[src/rtl/instruction_encoder.sv]
`default_nettype none
// ============================================================================
//  Module   : instruction_encoder
//  Purpose  : Program-load front end for the 16-bit processor. Takes decoded
//             instruction fields over a valid/ready handshake, validates them,
//             packs them into the 16-bit word the decoder consumes and writes
//             them to instruction memory at sequential addresses.
//  Ports    : clk, rst           - clock, synchronous active-high reset
//             start              - begin a program load (IDLE only)
//             in_valid/in_ready  - field handshake
//             in_opcode..in_last - decoded instruction fields
//             imem_we/addr/wdata - memory write port, held until imem_ready
//             imem_ready         - memory accepts the write this cycle
//             busy, done         - load status; done is a one-cycle pulse
//             word_count         - words written since start
//             err_*              - sticky error flags, cleared on start
//  Revision : 1.0  initial release
// ============================================================================
module instruction_encoder #(
    parameter int ADDR_W    = 8,
    parameter int BASE_ADDR = 0,
    parameter int DEPTH     = 256
) (
    input  logic              clk,
    input  logic              rst,
    input  logic              start,
    input  logic              in_valid,
    output logic              in_ready,
    input  logic [3:0]        in_opcode,
    input  logic [1:0]        in_rd,
    input  logic [1:0]        in_rs,
    input  logic [1:0]        in_rt,
    input  logic [6:0]        in_imm7,
    input  logic [5:0]        in_nzimm,
    input  logic [8:0]        in_offset,
    input  logic              in_last,
    output logic              imem_we,
    output logic [ADDR_W-1:0] imem_addr,
    output logic [15:0]       imem_wdata,
    input  logic              imem_ready,
    output logic              busy,
    output logic              done,
    output logic [ADDR_W:0]   word_count,
    output logic              err_opcode,
    output logic              err_nzimm,
    output logic              err_overflow
);

    typedef enum logic [1:0] {
        ST_IDLE  = 2'd0,
        ST_LOAD  = 2'd1,
        ST_DRAIN = 2'd2,
        ST_DONE  = 2'd3
    } state_t;

    localparam logic [ADDR_W-1:0] c_base_addr = ADDR_W'(BASE_ADDR);
    localparam logic [ADDR_W:0]   c_depth     = (ADDR_W + 1)'(DEPTH);

    state_t              state_q, state_d;
    logic                we_q, we_d;
    logic [ADDR_W-1:0]   addr_q, addr_d;
    logic [15:0]         wdata_q, wdata_d;
    logic [ADDR_W:0]     count_q, count_d;
    logic                err_op_q, err_op_d;
    logic                err_nz_q, err_nz_d;
    logic                err_ov_q, err_ov_d;

    logic                w_complete;
    logic                w_in_ready;
    logic                w_accept;
    logic                w_is_i7, w_is_n6, w_is_r, w_is_b;
    logic                w_bad_op, w_bad_nz;
    logic                w_room;
    logic [15:0]         w_enc;

    // Format decode and packing of the incoming fields.
    always_comb begin
        w_is_i7 = 1'b0;
        w_is_n6 = 1'b0;
        w_is_r  = 1'b0;
        w_is_b  = 1'b0;
        w_enc   = 16'h0000;
        case (in_opcode)
            4'b0000, 4'b0001, 4'b0101: begin
                w_is_i7 = 1'b1;
                w_enc   = {in_opcode, in_rd, in_rs, 1'b0, in_imm7};
            end
            4'b0011, 4'b1000, 4'b1001: begin
                w_is_n6 = 1'b1;
                w_enc   = {in_opcode, in_rd, in_rs, 2'b00, in_nzimm};
            end
            4'b0010, 4'b0100, 4'b0110, 4'b0111: begin
                w_is_r  = 1'b1;
                w_enc   = {in_opcode, in_rd, in_rs, in_rt, 6'b000000};
            end
            4'b1010, 4'b1011: begin
                w_is_b  = 1'b1;
                w_enc   = {in_opcode, in_rs, 1'b0, in_offset};
            end
            default: begin
                w_enc   = 16'h0000;
            end
        endcase
    end

    assign w_bad_op   = !(w_is_i7 || w_is_n6 || w_is_r || w_is_b);
    assign w_bad_nz   = w_is_n6 && (in_nzimm == 6'd0);
    assign w_complete = we_q && imem_ready;
    assign w_in_ready = (state_q == ST_LOAD) && (!we_q || imem_ready);
    assign w_accept   = in_valid && w_in_ready;

    // A word still held on the write port counts against DEPTH, even when it
    // completes on this same edge: it becomes a written word either way.
    assign w_room = ((count_q + (ADDR_W + 1)'(we_q)) < c_depth);

    always_comb begin
        state_d  = state_q;
        we_d     = we_q && !imem_ready;
        addr_d   = addr_q + ADDR_W'(w_complete);
        count_d  = count_q + (ADDR_W + 1)'(w_complete);
        wdata_d  = wdata_q;
        err_op_d = err_op_q;
        err_nz_d = err_nz_q;
        err_ov_d = err_ov_q;
        case (state_q)
            ST_IDLE: begin
                if (start) begin
                    state_d  = ST_LOAD;
                    count_d  = '0;
                    addr_d   = c_base_addr;
                    err_op_d = 1'b0;
                    err_nz_d = 1'b0;
                    err_ov_d = 1'b0;
                end
            end
            ST_LOAD: begin
                if (w_accept) begin
                    if (w_bad_op) begin
                        err_op_d = 1'b1;
                    end else if (w_bad_nz) begin
                        err_nz_d = 1'b1;
                    end else if (w_room) begin
                        // Replaces any word completing on this edge.
                        wdata_d = w_enc;
                        we_d    = 1'b1;
                    end else begin
                        err_ov_d = 1'b1;
                    end
                    if (in_last) begin
                        state_d = ST_DRAIN;
                    end
                end
            end
            ST_DRAIN: begin
                if (!we_q || w_complete) begin
                    state_d = ST_DONE;
                end
            end
            ST_DONE: begin
                state_d = ST_IDLE;
            end
            default: begin
                state_d = ST_IDLE;
            end
        endcase
    end

    always_ff @(posedge clk) begin
        if (rst) begin
            state_q  <= ST_IDLE;
            we_q     <= 1'b0;
            addr_q   <= c_base_addr;
            wdata_q  <= 16'h0000;
            count_q  <= '0;
            err_op_q <= 1'b0;
            err_nz_q <= 1'b0;
            err_ov_q <= 1'b0;
        end else begin
            state_q  <= state_d;
            we_q     <= we_d;
            addr_q   <= addr_d;
            wdata_q  <= wdata_d;
            count_q  <= count_d;
            err_op_q <= err_op_d;
            err_nz_q <= err_nz_d;
            err_ov_q <= err_ov_d;
        end
    end

    assign in_ready     = w_in_ready;
    assign imem_we      = we_q;
    assign imem_addr    = addr_q;
    assign imem_wdata   = wdata_q;
    assign busy         = (state_q == ST_LOAD) || (state_q == ST_DRAIN);
    assign done         = (state_q == ST_DONE);
    assign word_count   = count_q;
    assign err_opcode   = err_op_q;
    assign err_nzimm    = err_nz_q;
    assign err_overflow = err_ov_q;

endmodule
`default_nettype wire

[config.mk]
export PLATFORM = sky130hd
export DESIGN_NAME = instruction_encoder
export DESIGN_NICKNAME = d
export VERILOG_FILES = /design/src/rtl/instruction_encoder.sv
export SDC_FILE = /design/constraint.sdc
export NUM_CORES = 1
export LEC_CHECK = 0
export CAP_MARGIN = 20
export CORE_MARGIN = 4
export CORE_UTILIZATION = 39
export CTS_CLUSTER_SIZE = 20
export DETAILED_ROUTE_END_ITERATION = 10
export PLACE_DENSITY_LB_ADDON = 0.12
export SYNTH_ARGS = -nofsm -noshare
export SYNTH_HDL_FRONTEND = slang
export SYNTH_SLANG_ARGS = --single-unit
export TNS_END_PERCENT = 10
[constraint.sdc]
create_clock -name clk -period 1.7 [get_ports clk]
set_clock_uncertainty 0.1 [all_clocks]
set_input_delay 0.17 -clock clk [delete_from_list [all_inputs] [get_ports clk]]
set_output_delay 0.17 -clock clk [all_outputs]
set_load 0.02 [all_outputs]
# Word level (Yosys, flattened, before mapping)
# Index checks and enable logic that the tools add are counted.
dict set report totals {
  ff_bits 39
  in_bits 38
}
dict set report classes {
  addsub 3
  n_lt_le_gt_ge 1
  eq_ne 23
  mux 32
  bitwise 1
  n_reduce_logical 26
}
# op count
set op_table {}
lappend op_table {{$pmux 16 s4} 1}
lappend op_table {{$mux 1} 19}
lappend op_table {{$add 9x1->9} 2}
lappend op_table {{$mux 9} 2}
lappend op_table {{$ne 2x2->1 const B} 9}
lappend op_table {{$eq 4x3->1 const B} 4}
lappend op_table {{$eq 4x4->1 const B} 4}
lappend op_table {{$mux 8} 2}
lappend op_table {{$reduce_and 5->1} 2}
lappend op_table {{$lt 9x9->1 const B} 1}
lappend op_table {{$add 8x1->8} 1}
lappend op_table {{$eq 4x2->1 const B} 2}
lappend op_table {{$mux 2} 4}
lappend op_table {{$pmux 2 s4} 1}
lappend op_table {{$reduce_and 4->1} 2}
lappend op_table {{$logic_not 6->1} 1}
lappend op_table {{$logic_or 1x1->1} 6}
lappend op_table {{$pmux 1 s2} 3}
lappend op_table {{$reduce_and 6->1} 1}
lappend op_table {{$reduce_or 3->1} 2}
lappend op_table {{$logic_and 1x1->1} 5}
lappend op_table {{$eq 2x2->1 const B} 2}
lappend op_table {{$eq 4x1->1 const B} 1}
lappend op_table {{$logic_not 4->1} 1}
lappend op_table {{7 further kinds} 8}

# Logic depth before layout (Yosys ltp)
# Gate-level depths: netlist of the first run.
dict set report logic_depth {
  depth_word 9
  depth_mapped 8
}

# Worst setup path after synthesis of the first run
# Ideal clock, no wire load.
dict set report synth_path {
  path_type {register to register}
  startpoint {register count_q[4], in the netlist word_count[4]}
  endpoint {register wdata_q[0], in the netlist imem_wdata[0]}
  setup_ns 0.142
  t_arrival_ns 1.832
  required_ns 1.458
  path_slack_ns -0.374
  path_stages_with_launch 8
  path_buffers 2
  period_less_slack_ns 2.074
  path_cell_list {dfxtp_1 > nand4_2 > or4_4 > and4_4 > buf_6 > buf_8 > a21oi_2 > a211oi_2}
}
dict set report synth_via {
  elab_chain_cells 3
}
# item line_no
set synth_rtl {}
lappend synth_rtl {{from (decl)} 63} ;# logic [ADDR_W:0] count_q, count_d;
lappend synth_rtl {{from (signal assigned)} 183} ;# count_q <= count_d;
lappend synth_rtl {{$add 9x1->9} 114} ;# assign w_room = ((count_q + (ADDR_W + 1)'(we_q)) < c_depth);
lappend synth_rtl {{$lt 9x9->1} 114}
lappend synth_rtl {{$reduce_and 5->1 (no line)} --}
lappend synth_rtl {{to (signal assigned)} 182} ;# wdata_q <= wdata_d;
lappend synth_rtl {{to (decl)} 62} ;# logic [15:0] wdata_q, wdata_d;
# No other way between the ends.
# A chain may end at the register's enable or synchronous reset.

# Worst setup path in the final report of the first run
dict set report layout_path {
  startpoint {register count_q[3], in the netlist word_count[3]}
  endpoint {register wdata_q[5], in the netlist imem_wdata[5]}
}
# Same word-level chain as after synthesis.

==> results by group, run 1 <==
Final layout
  • Nets: 373
  • Layout cells sized above 1: 0.338
  • Area Growth Syn to Fin: 76.5%
  • Diode count: 0
  • Fin util: 0.722

Logic synthesis
  • Post-synth top area share: 0.399
  • EDFF count, synth: 0
  • Commonest cells in the netlist: dfxtp_1, nor2_1, a21oi_1, nand3_1, nand2_1
  • Synthesized area: 1960 um2
  • Sequential area share after synthesis: 0.399
  • Unique masters post-synth: 50
  • Cells after synthesis: 206
  • Top cells by area, synth: dfxtp_1, a211oi_2, ha_1
  • Asr flop ratio synth: 0
  • Mean post-synth cell area: 9.50 um2
  • Post-synthesis net count: around 250
  • Cell with the most instances after synthesis: dfxtp_1
  • Synth Warn #: 0
  • Synth area leader: dfxtp_1
  • Yosys reg bits: 39
  • Ys flop type: dfxtp_1

Placed design
  • DP HPWL: 4.31 mm
  • Routability cong.: 0.804
  • I/O Buffers: a little under 80

Clock network
  • Root Driver: clkbuf_8
  • CTS tree: built
  • H-tree Lvls: 2
  • Clock Pin Slew Worst Setup and Hold Paths: 80 ps
  • Hold_buf cts: 0
  • Clock sinks: 39
  • Later-pin clock latency in the skew report: 290 ps
  • Num CTS Buffers: 5
  • Clock Tree Buf Depth: 2

Hold path
  • Hold Startpoint: in_opcode[0]
  • Min-delay worst type: in -> reg
  • Hold Path Stages: 4
  • Worst Hold End: imem_wdata[12]

Routing
  • Iteration-0 DRC Markers: 126
  • Drt wl/cell: 14.8 um
  • Initial DRT Pass Iterations: 6
  • Vias/cell: 5.04
  • Detailed-route DRC error count: 0
  • Routed wire length: 5.85 mm
  • Vias post-DR: approximately 2000
  • Antenna-violating nets left: 0

Die
  • DIE WIDTH: approximately 79 um
  • Initial core utilization: 0.409
  • Io pins: 78
  • Total core area: 4790 um2
  • Area of the die: approximately 6200 um2
  • Chip height: 78.8 um
  • # rows: 25

Critical path
  • Worst reg2reg path startpoint: word_count[3]
  • Critical path class: reg -> reg
  • Critical Path RT: 1770 ps
  • CP startpoint kind: flop
  • RR Endpoint: imem_wdata[5]
  • Reg2Reg Setup Slack: -130 ps
  • CP Capture Type: flop
  • CP max FO: 8
  • R2r worst-path depth: 7
  • Arrival @ worst endpoint: 1900 ps

Timing
  • Actual slew at the worst max-slew pin: 439 ps
  • Sum of negative setup slack: -1100 ps
  • Final Hold Viols: 0
  • Slew Viols, Final: 0
  • Final setup viols: 17
  • Final WS setup: -131 ps
  • Maximum clock rate: ~0.55 GHz
  • Worst hold slack: 211 ps
  • Final min period: ~1800 ps
  • Final period utilization: 1.08
  • Worst rel slew slack: 0.706
  • RSZ-0062 raised after global routing: yes

Global route
  • First-pass GRT wire length: a little over 9 mm
  • Initial antenna violation count: 0
  • Pin count of the biggest net entering global routing: 14
  • Remaining Overflow, GRT: 0
  • GR Util All Layers: 0.180
  • Vias in the first global route: around 2000

Power
  • Pwr/cell area: 974 nW/um2
  • Leakage power: 1.41 nW
  • Total Power: approximately 3.4 mW
  • VDD IR max: 0.000885 V

Job
  • Maximum capacitance violations: 0

Run status
  • Status: finished, violations left
  • Violated checks: negative setup slack
[where the power goes]
group	leakage [nW]	switching, mW	internal (mW)
clock	0.0612	0.333	0.475
sequential	0.324	0.0652	1.01
combinational	1.02	0.740	0.747
[sequential cells by signal, indices dropped and copies added (netlist names)]
signal / flops
imem_wdata: 16
word_count: 9
imem_addr: 8
state_q: 2
err_nzimm: 1
err_opcode: 1
err_overflow: 1
imem_we: 1
[layout make-up]
| class | instances | area [um2] |
|---|---|---|
| inverter | 8 | 30.0 |
| fill | 367 | 1330 |
| clock buffer | 6 | 82.6 |
| sequential | 39 | 817 |
| clock inverter | 2 | 35.0 |
| timing repair buffer | 123 | 1160 |
| multi-input combinational | 150 | 1240 |
| tap | 67 | 83.8 |
[worst max path at each step]
stage,depth (start not counted),start,endpoint,slack [ps]
after floorplan,7,imem_we,imem_wdata[0],-100
after global placement,6,in_opcode[3],imem_wdata[9],-580
after detailed placement,6,in_opcode[3],imem_wdata[7],-630
after CTS,7,word_count[7],imem_wdata[5],-130
after global routing,7,in_nzimm[5],imem_wdata[5],-180
final,7,word_count[3],imem_wdata[5],-130
[kinds of logic (layout without fill, tap and decap cells)]
family / Yosys count / count (layout) / share of synthesized area
xor gates and xnor gates: 11 / 11 / 0.0492
adders and majority gates: 9 / 9 / 0.0563
DFF: 39 / 39 / 0.399
muxes: 1 / 1 / 0.00512
AOI/OAI and AO/OA: 61 / 61 / 0.260
and+or+nand+nor: 68 / 68 / 0.186
buffers and inverters: 17 / 139 / 0.0441
[layer usage]
metal,vias up,GRT usage,routed length (um)
li1,1005,-,-
met1,931,0.236,2580
met2,50,0.297,2940
met3,4,0.0454,282
met4,0,0.0464,47
met5,-,0,0
[through the flow]
stage / area, um2 / setup slack (ps) / std cells
6_report: 3450 / -131 / 395
5_1_grt: 3450 / -182 / 395
4_1_cts: 3270 / -129 / 391
3_5_place_dp: 3100 / -626 / 381
3_3_place_gp: 3100 / -576 / 381
2_1_floorplan: 2000 / -98.2 / 206
[cells in the final DEF (no fill, tap or decap), drive strengths merged, types with 7 or more instances in the layout]
cell type / netlist / layout
a211oi: 12 / 12
nand2: 10 / 10
inv: 8 / 8
dfxtp: 39 / 39
nand3: 11 / 11
buf: 5 / 47
ha: 8 / 8
a222oi: 7 / 7
nor2: 20 / 20
a21oi: 19 / 19
xor2: 9 / 9
clkdlybuf4s50: 0 / 68
[what timing repair did]
item                                    in CTS  in global routing
cloned                                       0                  0
pin swaps                                    1                 13
gates resized for setup                     13                 32
endpoints found under the setup margin      23                 26
setup buffers                                2                  4
[worst max-delay path, stage by stage (launching register included)]
cell and delay (ps):
dfxtp_4 370, nand2_4 60, buf_6 110, or4_4 510, and4_4 210, buf_12 150, a21oi_4 140, a211oi_2 60
Note: power is estimated with default switching activity, not from simulation.
==> run 2, diff against run 1 <==
Settings changed: REMOVE_ABC_BUFFERS from default to 1.
==> results by group, run 2 (same netlist as run 1, synthesis figures left out) <==
Timing
  • Worst rel slew slack: 0.732
  • Final Hold Viols: 0
  • Worst hold slack: 347 ps
  • Sum of negative setup slack: -1380 ps
  • RSZ-0062 raised after global routing: yes
  • Final setup viols: 17
  • Final WS setup: -127 ps
  • Final period utilization: 1.07
  • Maximum clock rate: 0.547 GHz
  • Slew Viols, Final: 0
  • Final min period: between 1500 and 2000 ps
  • Actual slew at the worst max-slew pin: 398 ps

Die
  • Io pins: between 70 and 80
  • DIE WIDTH: 78.8 um
  • Chip height: 78.8 um
  • # rows: 25
  • Total core area: roughly 4800 um2
  • Initial core utilization: 0.409
  • Area of the die: 6210 um2

Power
  • Gate power share: 0.445
  • Total Power: roughly 3.0 mW
  • Psw: 1.07 mW
  • Clk pwr share: 0.199
  • Pwr/cell area: around 920 nW/um2
  • Power Internal: slightly below 2 mW
  • Leakage power: 1.30 nW
  • VDD IR max: 0.000696 V
  • Sequential power share: 0.356
  • Net Sw Frac: 0.356

Clock network
  • Root Driver: clkbuf_8
  • CTS tree: built
  • Clock Pin Slew Worst Setup and Hold Paths: about 70 ps
  • Later-pin clock latency in the skew report: 290 ps
  • H-tree Lvls: 2
  • Clock sinks: 39
  • Num CTS Buffers: 5
  • Clock Tree Buf Depth: 2
  • Hold_buf cts: 0

Routing
  • Detailed-route DRC error count: 0
  • Routed wire length: 5.65 mm
  • Drt wl/cell: 14.4 um
  • Vias/cell: 5.10
  • Antenna-violating nets left: 0
  • Met1 wire length: 2.50 mm
  • Max layer used: met4
  • Vias post-DR: 1998
  • Routed wl met3: 292 um
  • Iteration-0 DRC Markers: 77
  • Met2 routed WL: 2.78 mm
  • Initial DRT Pass Iterations: 5

Global route
  • First-pass GRT wire length: 8.92 mm
  • Initial antenna violation count: 0
  • GR Util All Layers: 0.181
  • Pin count of the biggest net entering global routing: 15
  • Vias in the first global route: 1945
  • Remaining Overflow, GRT: 0

Placed design
  • Placed cell count: 378
  • Placed Area: 3030 um2
  • Pre-CTS setup slack: -598 ps
  • Routability cong.: 0.761
  • I/O Buffers: 77
  • DP HPWL: 4.26 mm

Final layout
  • Fin util: 0.684
  • Post-Layout Inst Area: around 3300 um2
  • Diode count: 0
  • Commonest non-fill, non-tap cells in the layout: clkdlybuf4s50_1, buf_4, dfxtp_1, nor2_1, a21oi_2
  • Nets: 370
  • Area Growth Syn to Fin: 67.2%
  • Final std cells w/o fill: 392
  • Max reg flops: 16
  • Layout cells sized above 1: 0.305
  • Commonest non-fill, non-tap cell in the layout: clkdlybuf4s50_1

Critical path
  • CP startpoint kind: flop
  • CP max FO: 5
  • Critical path class: reg -> reg
  • Critical Path RT: about 1800 ps
  • CP Capture Type: flop
  • Arrival @ worst endpoint: 1900 ps

Run status
  • Status: finished, violations left
  • Violated checks: negative setup slack

Hold path
  • Min-delay worst type: reg -> reg

Job
  • Maximum capacitance violations: 0
==> run 2: routing by layer <==
layer / GRT usage / up-vias
met3: 0.0374 / 8
met4: 0.0636 / 0
met2: 0.301 / 58
li1: - / 1001
met5: 0 / -
met1: 0.233 / 931
==> run 2: repair_timing <==
action,4_1_cts,5_1_grt
resized for setup,31,9
setup buffers,3,2
setup endpoints to repair,26,30
hold endpoints to repair,0,0
pin swaps,23,4
cloned,1,0
==> run 2: power groups by stage <==
stage	Sequential [mW]	Clock, mW	Combinational [mW]
floorplan	1.18	0	0.610
global placement	1.09	0	1.27
detailed placement	1.09	0	1.28
CTS	1.07	0.614	1.36
global route	1.08	0.646	1.45
finish	1.07	0.598	1.34
==> run 2: final timing paths <==
check	start	end	slack, ps	cells past startpoint
worst max-delay path	word_count[6]	imem_wdata[15]	-130	7
worst min-delay path	err_nzimm	err_nzimm	350	2
worst max register to register	word_count[6]	imem_wdata[15]	-130	7
worst min register to register	err_nzimm	err_nzimm	350	2
==> run 2: worst max-delay path, stage by stage, from the launching register on <==
cell and delay (ps):
dfxtp_2 350, nand4_4 130, buf_6 140, or4_4 520, nand4_4 110, buf_6 130, nor2_4 40, o221a_1 200
==> run 2: layout make-up <==
class	count	area, um2
repair buffers	119	1090
multi-input cells	151	1200
clock buffers	6	72.6
fillers	403	1510
inverters	8	30.0
flip-flops and latches	39	786
well taps	67	83.8
clock inverters	2	12.5
